File: config.mk
export PLATFORM = sky130hd
export DESIGN_NAME = condicionador_entradas
export DESIGN_NICKNAME = d
export VERILOG_FILES = /design/src/rtl/condicionador_entradas.sv
export SDC_FILE = /design/constraint.sdc
export NUM_CORES = 1
export LEC_CHECK = 0
export ABC_AREA = 1
export BUFFER_PORTS_ARGS = -buffer_cell sky130_fd_sc_hd__buf_4
export CORE_ASPECT_RATIO = 1.2
export CORE_MARGIN = 4
export CORE_UTILIZATION = 50
export DETAILED_ROUTE_END_ITERATION = 10
export HOLD_SLACK_MARGIN = 0.06
export PLACE_DENSITY = 0.83
export SYNTH_ARGS = -nofsm -noshare
export SYNTH_HDL_FRONTEND = slang
export SYNTH_SLANG_ARGS = --single-unit
File: constraint.sdc
create_clock -name clk -period 0.9 [get_ports clk]
set_input_delay 0.045 -clock clk [delete_from_list [all_inputs] [get_ports clk]]
set_output_delay 0.045 -clock clk [all_outputs]
set_load 0.005 [all_outputs]
File: src/rtl/condicionador_entradas.sv
// Input conditioner for the lighting-mode FSM: synchronises, debounces and edge-detects
// two push-buttons and a PIR sensor, and generates the a/b/c/d event pulses.
module condicionador_entradas #(
    parameter int DEBOUNCE_CYCLES = 4,
    parameter int HOLD_CYCLES     = 16
) (
    input  logic clk,
    input  logic rst_n,
    input  logic push_modo,
    input  logic push_lamp,
    input  logic sensor_pir,
    output logic a,
    output logic b,
    output logic c,
    output logic d,
    output logic presenca,
    output logic temporizando
);

    localparam int DB_W   = $clog2(DEBOUNCE_CYCLES + 1);
    localparam int HOLD_W = $clog2(HOLD_CYCLES + 1);
    localparam logic [DB_W-1:0]   DB_LAST   = DB_W'(DEBOUNCE_CYCLES - 1);
    localparam logic [HOLD_W-1:0] HOLD_LAST = HOLD_W'(HOLD_CYCLES - 1);

    typedef enum logic [1:0] {
        VAZIO,
        OCUPADO,
        TEMPORIZANDO
    } estado_t;

    // bit 0 = push_modo, bit 1 = push_lamp, bit 2 = sensor_pir
    logic [2:0]      raw;
    logic [2:0]      sync_p0;
    logic [2:0]      sync_p1;
    logic [2:0]      deb_p2;
    logic [2:0]      deb_p3;
    logic [DB_W-1:0] db_cnt [3];

    estado_t           estado;
    estado_t           estado_nxt;
    logic [HOLD_W-1:0] hold_cnt;
    logic [HOLD_W-1:0] hold_cnt_nxt;
    logic              c_nxt;
    logic              d_nxt;

    assign raw = {sensor_pir, push_lamp, push_modo};

    // Stage p0/p1: two-flop synchroniser; p2: debounced level; p3: edge-detect history
    always_ff @(posedge clk or negedge rst_n) begin
        if (!rst_n) begin
            sync_p0 <= '0;
            sync_p1 <= '0;
            deb_p2  <= '0;
            deb_p3  <= '0;
            a       <= 1'b0;
            b       <= 1'b0;
            for (int i = 0; i < 3; i++) begin
                db_cnt[i] <= '0;
            end
        end else begin
            sync_p0 <= raw;
            sync_p1 <= sync_p0;
            deb_p3  <= deb_p2;
            a       <= deb_p2[0] & ~deb_p3[0];
            b       <= deb_p2[1] & ~deb_p3[1];
            for (int i = 0; i < 3; i++) begin
                if (sync_p1[i] == deb_p2[i]) begin
                    db_cnt[i] <= '0;
                end else if (db_cnt[i] == DB_LAST) begin
                    db_cnt[i] <= '0;
                    deb_p2[i] <= ~deb_p2[i];
                end else begin
                    db_cnt[i] <= db_cnt[i] + 1'b1;
                end
            end
        end
    end

    assign presenca     = deb_p2[2];
    assign temporizando = (estado == TEMPORIZANDO);

    // Presence FSM: state register and registered event pulses
    always_ff @(posedge clk or negedge rst_n) begin
        if (!rst_n) begin
            estado   <= VAZIO;
            hold_cnt <= '0;
            c        <= 1'b0;
            d        <= 1'b0;
        end else begin
            estado   <= estado_nxt;
            hold_cnt <= hold_cnt_nxt;
            c        <= c_nxt;
            d        <= d_nxt;
        end
    end

    always_comb begin
        estado_nxt   = estado;
        hold_cnt_nxt = hold_cnt;
        c_nxt        = 1'b0;
        d_nxt        = 1'b0;
        case (estado)
            VAZIO: begin
                if (presenca) begin
                    estado_nxt = OCUPADO;
                    d_nxt      = 1'b1;
                end
            end
            OCUPADO: begin
                if (!presenca) begin
                    estado_nxt   = TEMPORIZANDO;
                    hold_cnt_nxt = '0;
                end
            end
            TEMPORIZANDO: begin
                // Returning presence wins over a coincident expiry: the lamp is still on
                if (presenca) begin
                    estado_nxt   = OCUPADO;
                    hold_cnt_nxt = '0;
                end else if (hold_cnt == HOLD_LAST) begin
                    estado_nxt   = VAZIO;
                    hold_cnt_nxt = '0;
                    c_nxt        = 1'b1;
                end else begin
                    hold_cnt_nxt = hold_cnt + 1'b1;
                end
            end
            default: begin
                estado_nxt   = VAZIO;
                hold_cnt_nxt = '0;
            end
        endcase
    end

endmodule

---- Yosys cells after proc, flatten, opt, wreduce, memory -nomap -nowiden ----
Cells that the tools add are included.
W data, S select, Z words.
storage, ports and cells
  bits of input ports ..................... 5
  word-level logic and storage cells ...... 68
  output and inout bits ................... 6
  register bits after elaboration ......... 31
cells by class
  equal/unequal tests ..................... 12
  reduce and logical (&&, ||, !) cells .... 6
  $add $sub $neg .......................... 4
  bitwise operators ....................... 11
  mux-type cells .......................... 20
operators by type and width
  cell                   count
  $mux W3                6
  $mux W5                3
  $pmux W5 S3            1
  $add A3 B1 Y3 const B  3
  $eq A3 B2 Y1 const B   3
  $not A1 Y1             9
  $mux W2                4
  $reduce_and A2 Y1      4
  $pmux W2 S3            1
  $add A5 B1 Y5 const B  1
  $eq A5 B4 Y1 const B   1
  $mux W1                5
  $ne A2 B2 Y1 const B   2
  $eq A1 B1 Y1           3
  $ne A3 B1 Y1 const B   1
  $reduce_and A3 Y1      1
  $and A1 B1 Y1          2
  $eq A2 B1 Y1 const B   1
  $eq A2 B2 Y1 const B   1
  $logic_not A2 Y1       1

---- Logic depth before layout (Yosys ltp) ----
Gate-level depths: netlist of run 1.
  depth in word-level cells ............... 4
  mapped depth ............................ 7
  mapped depth without buffers ............ 7

---- Worst setup path after synthesis of run 1 ----
OpenSTA, ideal clock, no wires.
  kind .................................... reg2reg
  start point ............................. register hold_cnt[0]
  end point ............................... register estado[1]
  arrival ................................. 0.896 ns
  data required time ...................... 0.771 ns
  clock period less this slack ............ 1.026 ns
  setup time .............................. 0.129 ns
  path buffers ............................ 0
  path slack .............................. -0.126 ns
  cell stages (with the launch flop) ...... 5
  cell sequence ........................... dfrtp_1 > ha_1 > nand4_1 > nand2_2 > o21ai_0
between the ends
  word-level cells in the longest chain between the ends .. 3
RTL lines
  item                         line  source
  start, declared              41    logic [HOLD_W-1:0] hold_cnt;
  start signal, assigned       91    hold_cnt <= hold_cnt_nxt;
  $eq A5 B4 Y1                 120   end else if (hold_cnt == HOLD_LAST) begin
  $ne A3 B1 Y1 (no line)       -
  $reduce_and A3 Y1 (no line)  -
  end signal, assigned         90    estado <= estado_nxt;
  end, declared                39    estado_t estado;
Every way passes these cells.
A chain may end at the register's enable or synchronous reset.

---- Final worst setup path of run 1 ----
Same ends and word-level chain as after synthesis.

==> results_dict.tcl, run 1 <==
set metrics [dict create \
    worstPathMaxFanout 3 \
    synth-xor-area-share 0.0296 \
    maxCapViolations 0 \
    io_pins 11 \
    violations "setup timing" \
    ir_worst_vdd_mv 2.62 \
    clkLatencyLatePin_ns 0.34 \
    synth.largest_area_cell "dfrtp_1" \
    layout_setup_ws_ns -0.244 \
    place_area_um2 1390 \
    slew_headroom 0.747 \
    port_buffers 10 \
    hpwl_um 1360 \
    timing.fmax_mhz 874 \
    synth.area.top_cells "dfrtp_1 66%, nand2_1 4.4%, ha_1 4.2%" \
    viasPerCell 5.02 \
    grt_use_total 0.188 \
    finalSetupTns_ns -2.21 \
    cts_buffers 5 \
    die_h_um 61.3 \
    rows 19 \
    synthDistinctLibCells 19 \
    cts.path.max_buffers 2 \
    min_period_over_period 1.27 \
    initial_core_util 0.519 \
    synth_seq_cells 31 \
    clock-sinks 31 \
    leakage_nw 0.829 \
    globalplace.congestion 0.880 \
    final-max-slew-violation-count 0 \
    grt_pass1_vias 948 \
    synth_top_family_by_area "simple AND/OR/NAND/NOR gates" \
    synthSimpleGateAreaFrac 0.164 \
    powerDensity_nw_per_um2 2980 \
    synthMuxAreaShare 0 \
    start_kind "flop" \
    synth_compound_gate_area_share 0.0581 \
    cts-root-buf "clkbuf_4" \
    cp_slowest_cell "dfrtp_1" \
    core_um2 2280 \
    grt_pass1_wl_um 4150 \
    synth_fa_ha_area_frac 0.0423 \
    yosysSeqAreaShare 0.655 \
    htreeDepth 2 \
    wl_um 2880 \
    antenna_cells 0 \
    syn_inst 105 \
    antenna_left 0 \
    hold_violations 0 \
    wire_per_inst_um 16.1 \
    drive_above_1_share 0.574 \
    die_w_um 52.4 \
    yosys_warnings 0 \
    worst_pin_slew_ns 0.379 \
    setup_viol 17 \
    critPathArrivalTime_ns 1.37 \
    synth_top_area_frac 0.655 \
    crit_path_end_kind "flop" \
    path_cells "ha_4, nand4_1, nand2_2, o21ai_1" \
    antenna_found_initial 0 \
    tritoncts "yes" \
    final_cell_mix "31 x dfrtp_1, 21 x buf_4, 10 x inv_1, 10 x buf_6, 7 x nand2_1" \
    grt-ovfl-total 0 \
    grt_max_degree 32 \
    avgSynthCellArea_um2 11.3 \
    finalClockSkew_ns 0.0134 \
    fin_area_um2 1820 \
    status "finished with violations" \
    required_ns 1.13 \
    r2r_cells 4 \
    postSynthNetCount 114 \
    reg2reg_from "hold_cnt[0]" \
    vias 899 \
    max_stage_delay_ns 0.42 \
    syn_to_final_growth_pct 53.9 \
    dieArea_um2 3210 \
    reg2reg_to "estado[1]" \
    finalNetCount 156 \
    drc 0 \
    clkTransAtPathRegs_ns 0.10 \
    critical_path_class "reg2reg" \
    timing.hold.ws_ns 0.178 \
    finalCriticalPeriod_ns 1.14 \
    worstHoldPathType "in2async" \
    place_ws_ns -0.147 \
    r2r_slack_ns -0.24 \
    rsz0062_at_grt "yes" \
    first_iter_violations 20 \
    drtPass1Iterations 5 \
    layout_commonest_cell "dfrtp_1" \
    syn-cell-area_um2 1180 \
]
==> logic make-up (layout without fill, tap and decap cells) <==
logic type / after synthesis / count (layout)
adder cells (fa/ha/maj): 4 / 4
buffers and inverters: 16 / 59
flip-flops: 31 / 31
AO/OA/AOI/OAI: 10 / 10
XOR/XNOR: 4 / 4
AND/OR/NAND/NOR: 40 / 40
==> synth_stat cells, drive strengths merged <==
cell / instances
a21oi: 6
dfrtp: 31
ha: 4
inv: 16
nand2: 18
nand3: 2
nand4: 1
nor2: 12
nor3: 4
nor3b: 3
o21ai: 3
o22ai: 1
xnor2: 4
==> how the worst max path moves through the flow <==
stage,end,start,depth (start not counted)
floorplan,estado[1],hold_cnt[0],4
global placement,estado[1],hold_cnt[1],4
detailed placement,hold_cnt[3],hold_cnt[0],4
CTS,temporizando,estado[0],5
global route,temporizando,estado[0],5
finish,estado[1],hold_cnt[0],4
==> worst max-delay path: cells and delay by family, from the launching register on <==
| kind | cells | cell delay [ns] |
|---|---|---|
| adders and majority gates | 1 | 0.16 |
| AOI/OAI and AO/OA | 1 | 0.08 |
| DFF | 1 | 0.42 |
| and+or+nand+nor | 2 | 0.37 |
==> metrics by stage <==
step,utilization,power [mW],cells
CTS,0.745,5.00,175
global placement,0.607,3.20,156
finish,0.798,5.43,179
global route,0.798,5.72,179
detailed placement,0.607,3.30,156
floorplan,-,2.69,105
==> cell type report <==
cell class	count	area, µm²
Sequential cell	31	776
Multi-Input combinational cell	58	551
Fill cell	116	460
Timing Repair Buffer	35	310
Inverter	16	60.1
Clock buffer	6	51.3
Tap cell	31	38.8
Clock inverter	2	35.0
==> registers in the layout, indices dropped and copies added (netlist names), 2 cells and up <==
signal,count
db_cnt,9
hold_cnt,5
deb_p2,3
sync_p0,3
sync_p1,3
deb_p3,2
estado,2
==> timing repair <==
item	4_1_cts	5_1_grt
hold buffers	4	0
setup endpoints to repair	20	26
pin swaps	6	15
resized for setup	29	24
endpoints found under the hold margin	34	0
gates cloned	0	0
buffers inserted	7	5
==> layer usage <==
metal / GRT usage / routed length (µm) / up-vias
li1: - / - / 415
met1: 0.190 / 1080 / 438
met2: 0.332 / 1580 / 28
met3: 0.0508 / 99 / 18
met4: 0.135 / 124 / 0
met5: 0 / 0 / -
==> where the power goes <==
part | internal [mW] | switching [mW] | total (mW)
logic | 1.22 | 1.04 | 2.27
clock network | 0.656 | 0.491 | 1.15
registers | 1.74 | 0.276 | 2.01
Power figures use the tool's default switching activity.
==> inputs of run 2 (changes only) <==
--- a/config.mk
+++ b/config.mk
@@ -11,6 +11,7 @@
 export CORE_MARGIN = 4
 export CORE_UTILIZATION = 50
 export DETAILED_ROUTE_END_ITERATION = 10
+export GPL_TIMING_DRIVEN = 0
 export HOLD_SLACK_MARGIN = 0.06
 export PLACE_DENSITY = 0.83
 export SYNTH_ARGS = -nofsm -noshare
==> run 2 against run 1 <==
  * The flow still finishes with violations (setup timing)
  * First-iteration DRC count up 20%
  * Non-clock buffer count down 8
  * Critical path depth unchanged
  * Fmax up 2.0%
  * Final area down 7.2%
  * Final cell count down 4.5%
  * Die area unchanged
  * Sequential share of layout area up 3.5 points
  * Global-route usage down 2.1 points
  * Register-to-register slack better by 0.02 ns
  * Sequential power about the same
==> results_dict.tcl, run 2 (synthesized netlist as in run 1, its figures left out) <==
set metrics [dict create \
    required_ns 1.11 \
    largest-register "db_cnt" \
    num-fill-cells 153 \
    grt_use_total 0.167 \
    fin_cells 171 \
    seq_area_um2 778 \
    min_period_over_period 1.25 \
    start_kind "flop" \
    initial_core_util 0.519 \
    crit_path_end_kind "flop" \
    die_h_um 61.3 \
    wire_per_inst_um 13.7 \
    rsz0062_at_grt "yes" \
    antenna_cells 0 \
    htreeDepth 2 \
    maxCapViolations 0 \
    worst_pin_slew_ns 0.376 \
    grt_pass1_vias 860 \
    hpwl_um 1220 \
    io_pins 11 \
    violations "setup timing" \
    worstPathMaxFanout 3 \
    finalClockSkew_ns 0.00212 \
    die_w_um 52.4 \
    layout_setup_ws_ns -0.221 \
    drtPass1Iterations 4 \
    syn_to_final_growth_pct 42.8 \
    grt-ovfl-total 0 \
    hold_violations 0 \
    final_cell_mix "29 x dfrtp_1, 14 x buf_4, 11 x inv_1" \
    place_ws_ns -0.184 \
    grt_pass1_wl_um 3690 \
    cts-root-buf "clkbuf_4" \
    worstHoldPathType "in2async" \
    critical_path_class "reg2reg" \
    finalCriticalPeriod_ns 1.12 \
    finalNetCount 148 \
    clkTransAtPathRegs_ns 0.09 \
    rows 19 \
    final-max-slew-violation-count 0 \
    status "finished with violations" \
    antenna_left 0 \
    reg_top3 "db_cnt: 9 flops, hold_cnt: 5 flops" \
    antenna_found_initial 0 \
    leakage_nw 0.771 \
    first_iter_violations 24 \
    tritoncts "yes" \
    finalSetupTns_ns -1.55 \
    port_buffers 10 \
    globalplace.congestion 0.804 \
    clock-sinks 31 \
    viasPerCell 4.95 \
    cts_buffers 5 \
    wl_um 2350 \
    powerDensity_nw_per_um2 2850 \
    multiInputGateArea_um2 498 \
    layout_commonest_cell "dfrtp_1" \
    vias 846 \
    drive_above_1_share 0.493 \
    timing.fmax_mhz 892 \
    dp.cells 146 \
    setup_viol 13 \
    core_um2 2280 \
    p_total_mw 4.81 \
    slew_headroom 0.749 \
    ir_worst_vdd_mv 1.66 \
    cts.path.max_buffers 2 \
    clkLatencyLatePin_ns 0.32 \
    dieArea_um2 3210 \
    r2r_cells 4 \
    drc 0 \
    grt_max_degree 32 \
    timing.hold.ws_ns 0.184 \
    largest_register_ff_count 9 \
    critPathArrivalTime_ns 1.34 \
]
==> run 2: cell count changes in the layout (fill, tap and decap cells not counted), moves of 2 or more <==
| cell | change |
|---|---|
| buf_4 | -7 |
| a21oi_1 | +3 |
| a21oi_2 | -3 |
| dfrtp_1 | -2 |
| dfrtp_2 | +2 |
| nor2_1 | +2 |
==> run 2: critical path, cell delays in order (launching register included) <==
cell and delay [ns]:
dfrtp_1 0.43, ha_4 0.19, buf_4 0.13, xnor2_1 0.18, o21ai_2 0.08
==> run 2: what timing repair did <==
action                     4_1_cts  5_1_grt
buffers inserted                 9        4
hold buffers                     4        0
hold endpoints to repair        34        0
pin swaps                        9       17
resized for setup               16       25
setup endpoints to repair       19       26
==> run 2: layout make-up <==
class	instances	share of cell area
Timing Repair Buffer	27	0.146
Inverter	16	0.0355
Sequential cell	31	0.460
Clock buffer	8	0.0407
Tap cell	31	0.0229
Multi-Input combinational cell	58	0.295
==> run 2: path summary, 6_finish.rpt <==
path                       slack, ns          end   startpoint
max in group asynchronous       0.41    estado[1]        rst_n
max                            -0.22  hold_cnt[2]  hold_cnt[0]
max reg2reg                    -0.22  hold_cnt[2]  hold_cnt[0]
min reg2reg                     0.36   sync_p1[0]   sync_p0[0]
min in group clk                0.36   sync_p1[0]   sync_p0[0]
min                             0.18            a        rst_n
==> run 2: power breakdown <==
part | switching (mW) | internal [mW]
sequential | 0.284 | 1.75
combinational | 0.889 | 1.00
clock | 0.431 | 0.459
total | 1.60 | 3.21
==> run 2: routing by layer <==
layer	track usage	vias up	share of wire
li1	-	395	-
met1	0.182	426	0.39
met2	0.282	18	0.54
met3	0.0436	7	0.036
met4	0.120	0	0.027
met5	0	-	0
==> run 2: stage by stage <==
| step | cell area [µm²] | util |
|---|---|---|
| 6_report | 1690 | 0.741 |
| 5_1_grt | 1690 | 0.741 |
| 3_5_place_dp | 1310 | 0.574 |
| 3_3_place_gp | 1310 | 0.574 |
| 2_1_floorplan | 1200 | - |
| 4_1_cts | 1550 | 0.679 |
==> inputs of run 3 (changes only) <==
--- a/config.mk
+++ b/config.mk
@@ -9,11 +9,11 @@
 export BUFFER_PORTS_ARGS = -buffer_cell sky130_fd_sc_hd__buf_4
 export CORE_ASPECT_RATIO = 1.2
 export CORE_MARGIN = 4
-export CORE_UTILIZATION = 50
+export CORE_UTILIZATION = 56
 export DETAILED_ROUTE_END_ITERATION = 10
 export GPL_TIMING_DRIVEN = 0
 export HOLD_SLACK_MARGIN = 0.06
-export PLACE_DENSITY = 0.83
+export PLACE_DENSITY = 0.87
 export SYNTH_ARGS = -nofsm -noshare
 export SYNTH_HDL_FRONTEND = slang
 export SYNTH_SLANG_ARGS = --single-unit
==> constraint.sdc (replaced) <==
create_clock -name clk -period 1.1 [get_ports clk]
set_input_delay 0.055 -clock clk [delete_from_list [all_inputs] [get_ports clk]]
set_output_delay 0.055 -clock clk [all_outputs]
set_load 0.005 [all_outputs]
==> run 3 against run 2 <==
  * The run now ends clean
  * Sequential power is 21% lower
  * Clock skew increased by 0.0043 ns
  * Final cell count decreased by 12%
  * Global-route usage is 0.26 points lower
  * First-iteration DRC count is 63% lower
  * Register-to-register slack improved by 0.27 ns
  * Combinational power shrank 45%
  * Via count decreased by 6.5%
  * Hold slack gained 0.011 ns
  * Sequential cell count unchanged
  * Critical path depth is the same
  * Critical endpoint is now temporizando
  * Highest routed layer unchanged
==> results_dict.tcl, run 3 (synthesized netlist as in run 1, its figures left out) <==
set metrics [dict create \
    status "completed" \
    grt-ovfl-total 0 \
    die_w_um 50.0 \
    drtPass1Iterations 4 \
    finalClockSkew_ns 0.00639 \
    cts.path.max_buffers 2 \
    viasPerCell 5.24 \
    place_ws_ns -0.0497 \
    htreeDepth 2 \
    p_int_mw 2.21 \
    combinationalPowerShare 0.317 \
    dieArea_um2 2920 \
    worst_pin_slew_ns 0.371 \
    cts_buffers 5 \
    port_buffers 10 \
    antenna_found_initial 0 \
    final-max-slew-violation-count 0 \
    wire_per_inst_um 12.6 \
    syn_to_final_growth_pct 24.3 \
    max_stage_delay_ns 0.42 \
    timing.fmax_mhz 948 \
    min_period_over_period 0.959 \
    hold_violations 0 \
    switching_power_mw 1.07 \
    start_kind "flop" \
    finalSetupTns_ns 0 \
    crit_path_end_kind "primary output" \
    cts-root-buf "clkbuf_4" \
    vias 791 \
    leakage_nw 0.698 \
    rows 17 \
    grt_max_degree 32 \
    antenna_left 0 \
    clkLatencyLatePin_ns 0.32 \
    drive_above_1_share 0.333 \
    worstHoldPathType "in2async" \
    rsz0062_at_grt "yes" \
    grt_use_total 0.164 \
    path_common_cell "inv_2" \
    grt_pass1_vias 807 \
    final_cell_mix "29 x dfrtp_1, 14 x nand2_1, 14 x buf_4" \
    path_cells "inv_2, nand2_2, inv_2, buf_6" \
    clkTransAtPathRegs_ns 0.09 \
    switching_share 0.327 \
    power_frac_seq 0.487 \
    ir_worst_vdd_mv 1.76 \
    slew_headroom 0.753 \
    largest-register "db_cnt" \
    seq_area_um2 778 \
    cp_slowest_cell "dfrtp_2" \
    layout_commonest_cell "dfrtp_1" \
    finalCriticalPeriod_ns 1.05 \
    clock-sinks 31 \
    critPathArrivalTime_ns 1.00 \
    largest_register_ff_count 9 \
    setup_viol 0 \
    first_iter_violations 9 \
    io_pins 11 \
    layout_setup_ws_ns 0.0456 \
    globalplace.congestion 0.726 \
    maxCapViolations 0 \
    wl_um 1910 \
    drc 0 \
    core_um2 1910 \
    num-fill-cells 134 \
    tritoncts "yes" \
    die_h_um 58.4 \
    required_ns 1.04 \
    finalNetCount 141 \
    initial_core_util 0.618 \
    worstPathMaxFanout 2 \
    grt_pass1_wl_um 3430 \
    multiInputGateArea_um2 385 \
    reg_top3 "db_cnt: 9 flops, hold_cnt: 5 flops" \
    clkPwrFrac 0.196 \
    powerDensity_nw_per_um2 2230 \
    hpwl_um 1230 \
    antenna_cells 0 \
    critical_path_class "reg2out" \
]
==> run 3: cell types whose count changed in the layout (fill, tap and decap cells not counted), moves of 2 or more <==
cell / delta
buf_6: -7
ha_1: +3
ha_4: -2
nand2_1: +6
nand2_2: -3
nand2_4: -3
nor2_2: -2
nor3_1: +3
nor3_2: -3
xnor2_1: +3
xnor2_2: -2
==> run 3: timing repair <==
action,4_1_cts,5_1_grt
cloned,0,0
pin swaps,3,4
hold endpoints to repair,34,0
resized for setup,2,13
setup buffers,4,2
setup endpoints to repair,5,8
hold buffers,4,0
==> run 3: final cells by class <==
cell class              count  share of cell area
repair buffers             20               0.114
inverters                  16              0.0408
well taps                  19              0.0162
flip-flops and latches     31               0.529
clock inverters             1             0.00340
multi-input cells          58               0.262
clock buffers               6              0.0349
==> run 3: stage by stage <==
step	cell area, µm²	util	instances	total power, mW	hold WS, ns
final	1470	0.769	151	3.29	0.195
after floorplan	1180	-	105	2.17	-0.241
after global routing	1470	0.769	151	3.57	0.209
after CTS	1410	0.738	149	3.22	0.172
after detailed placement	1280	0.670	134	2.47	-0.000521
after global placement	1280	0.670	134	2.41	-0.00412
==> run 3: worst paths after layout <==
| path | startpoint | to | slack (ns) | cells past startpoint |
|---|---|---|---|---|
| min | rst_n | sync_p1[1] | 0.20 | 2 |
| min reg2reg | sync_p0[1] | sync_p1[1] | 0.36 | 0 |
| max reg2reg | hold_cnt[0] | hold_cnt[3] | 0.05 | 4 |
| max in group asynchronous | rst_n | estado[0] | 0.61 | 2 |
| max | estado[0] | temporizando | 0.05 | 4 |
| min in group clk | sync_p0[1] | sync_p1[1] | 0.36 | 0 |
==> run 3: worst max-delay path: cells and delay by family, from the launching register on <==
kind | cells | cell delay (ns)
buf+inv | 3 | 0.19
flops | 1 | 0.42
simple gates | 1 | 0.07
==> run 3: metal layers <==
layer | track usage | part of all wire | vias up
met5 | 0 | 0 | -
met4 | 0.0949 | 0.028 | 0
met3 | 0.0759 | 0.059 | 7
met2 | 0.272 | 0.53 | 21
met1 | 0.172 | 0.38 | 380
li1 | - | - | 383
==> run 3: power groups by stage <==
stage	Sequential (mW)	Combinational [mW]	Clock, mW
CTS	1.59	0.945	0.689
global placement	1.62	0.790	0
global route	1.64	1.19	0.742
floorplan	1.61	0.567	0
finish	1.60	1.04	0.642
detailed placement	1.64	0.828	0
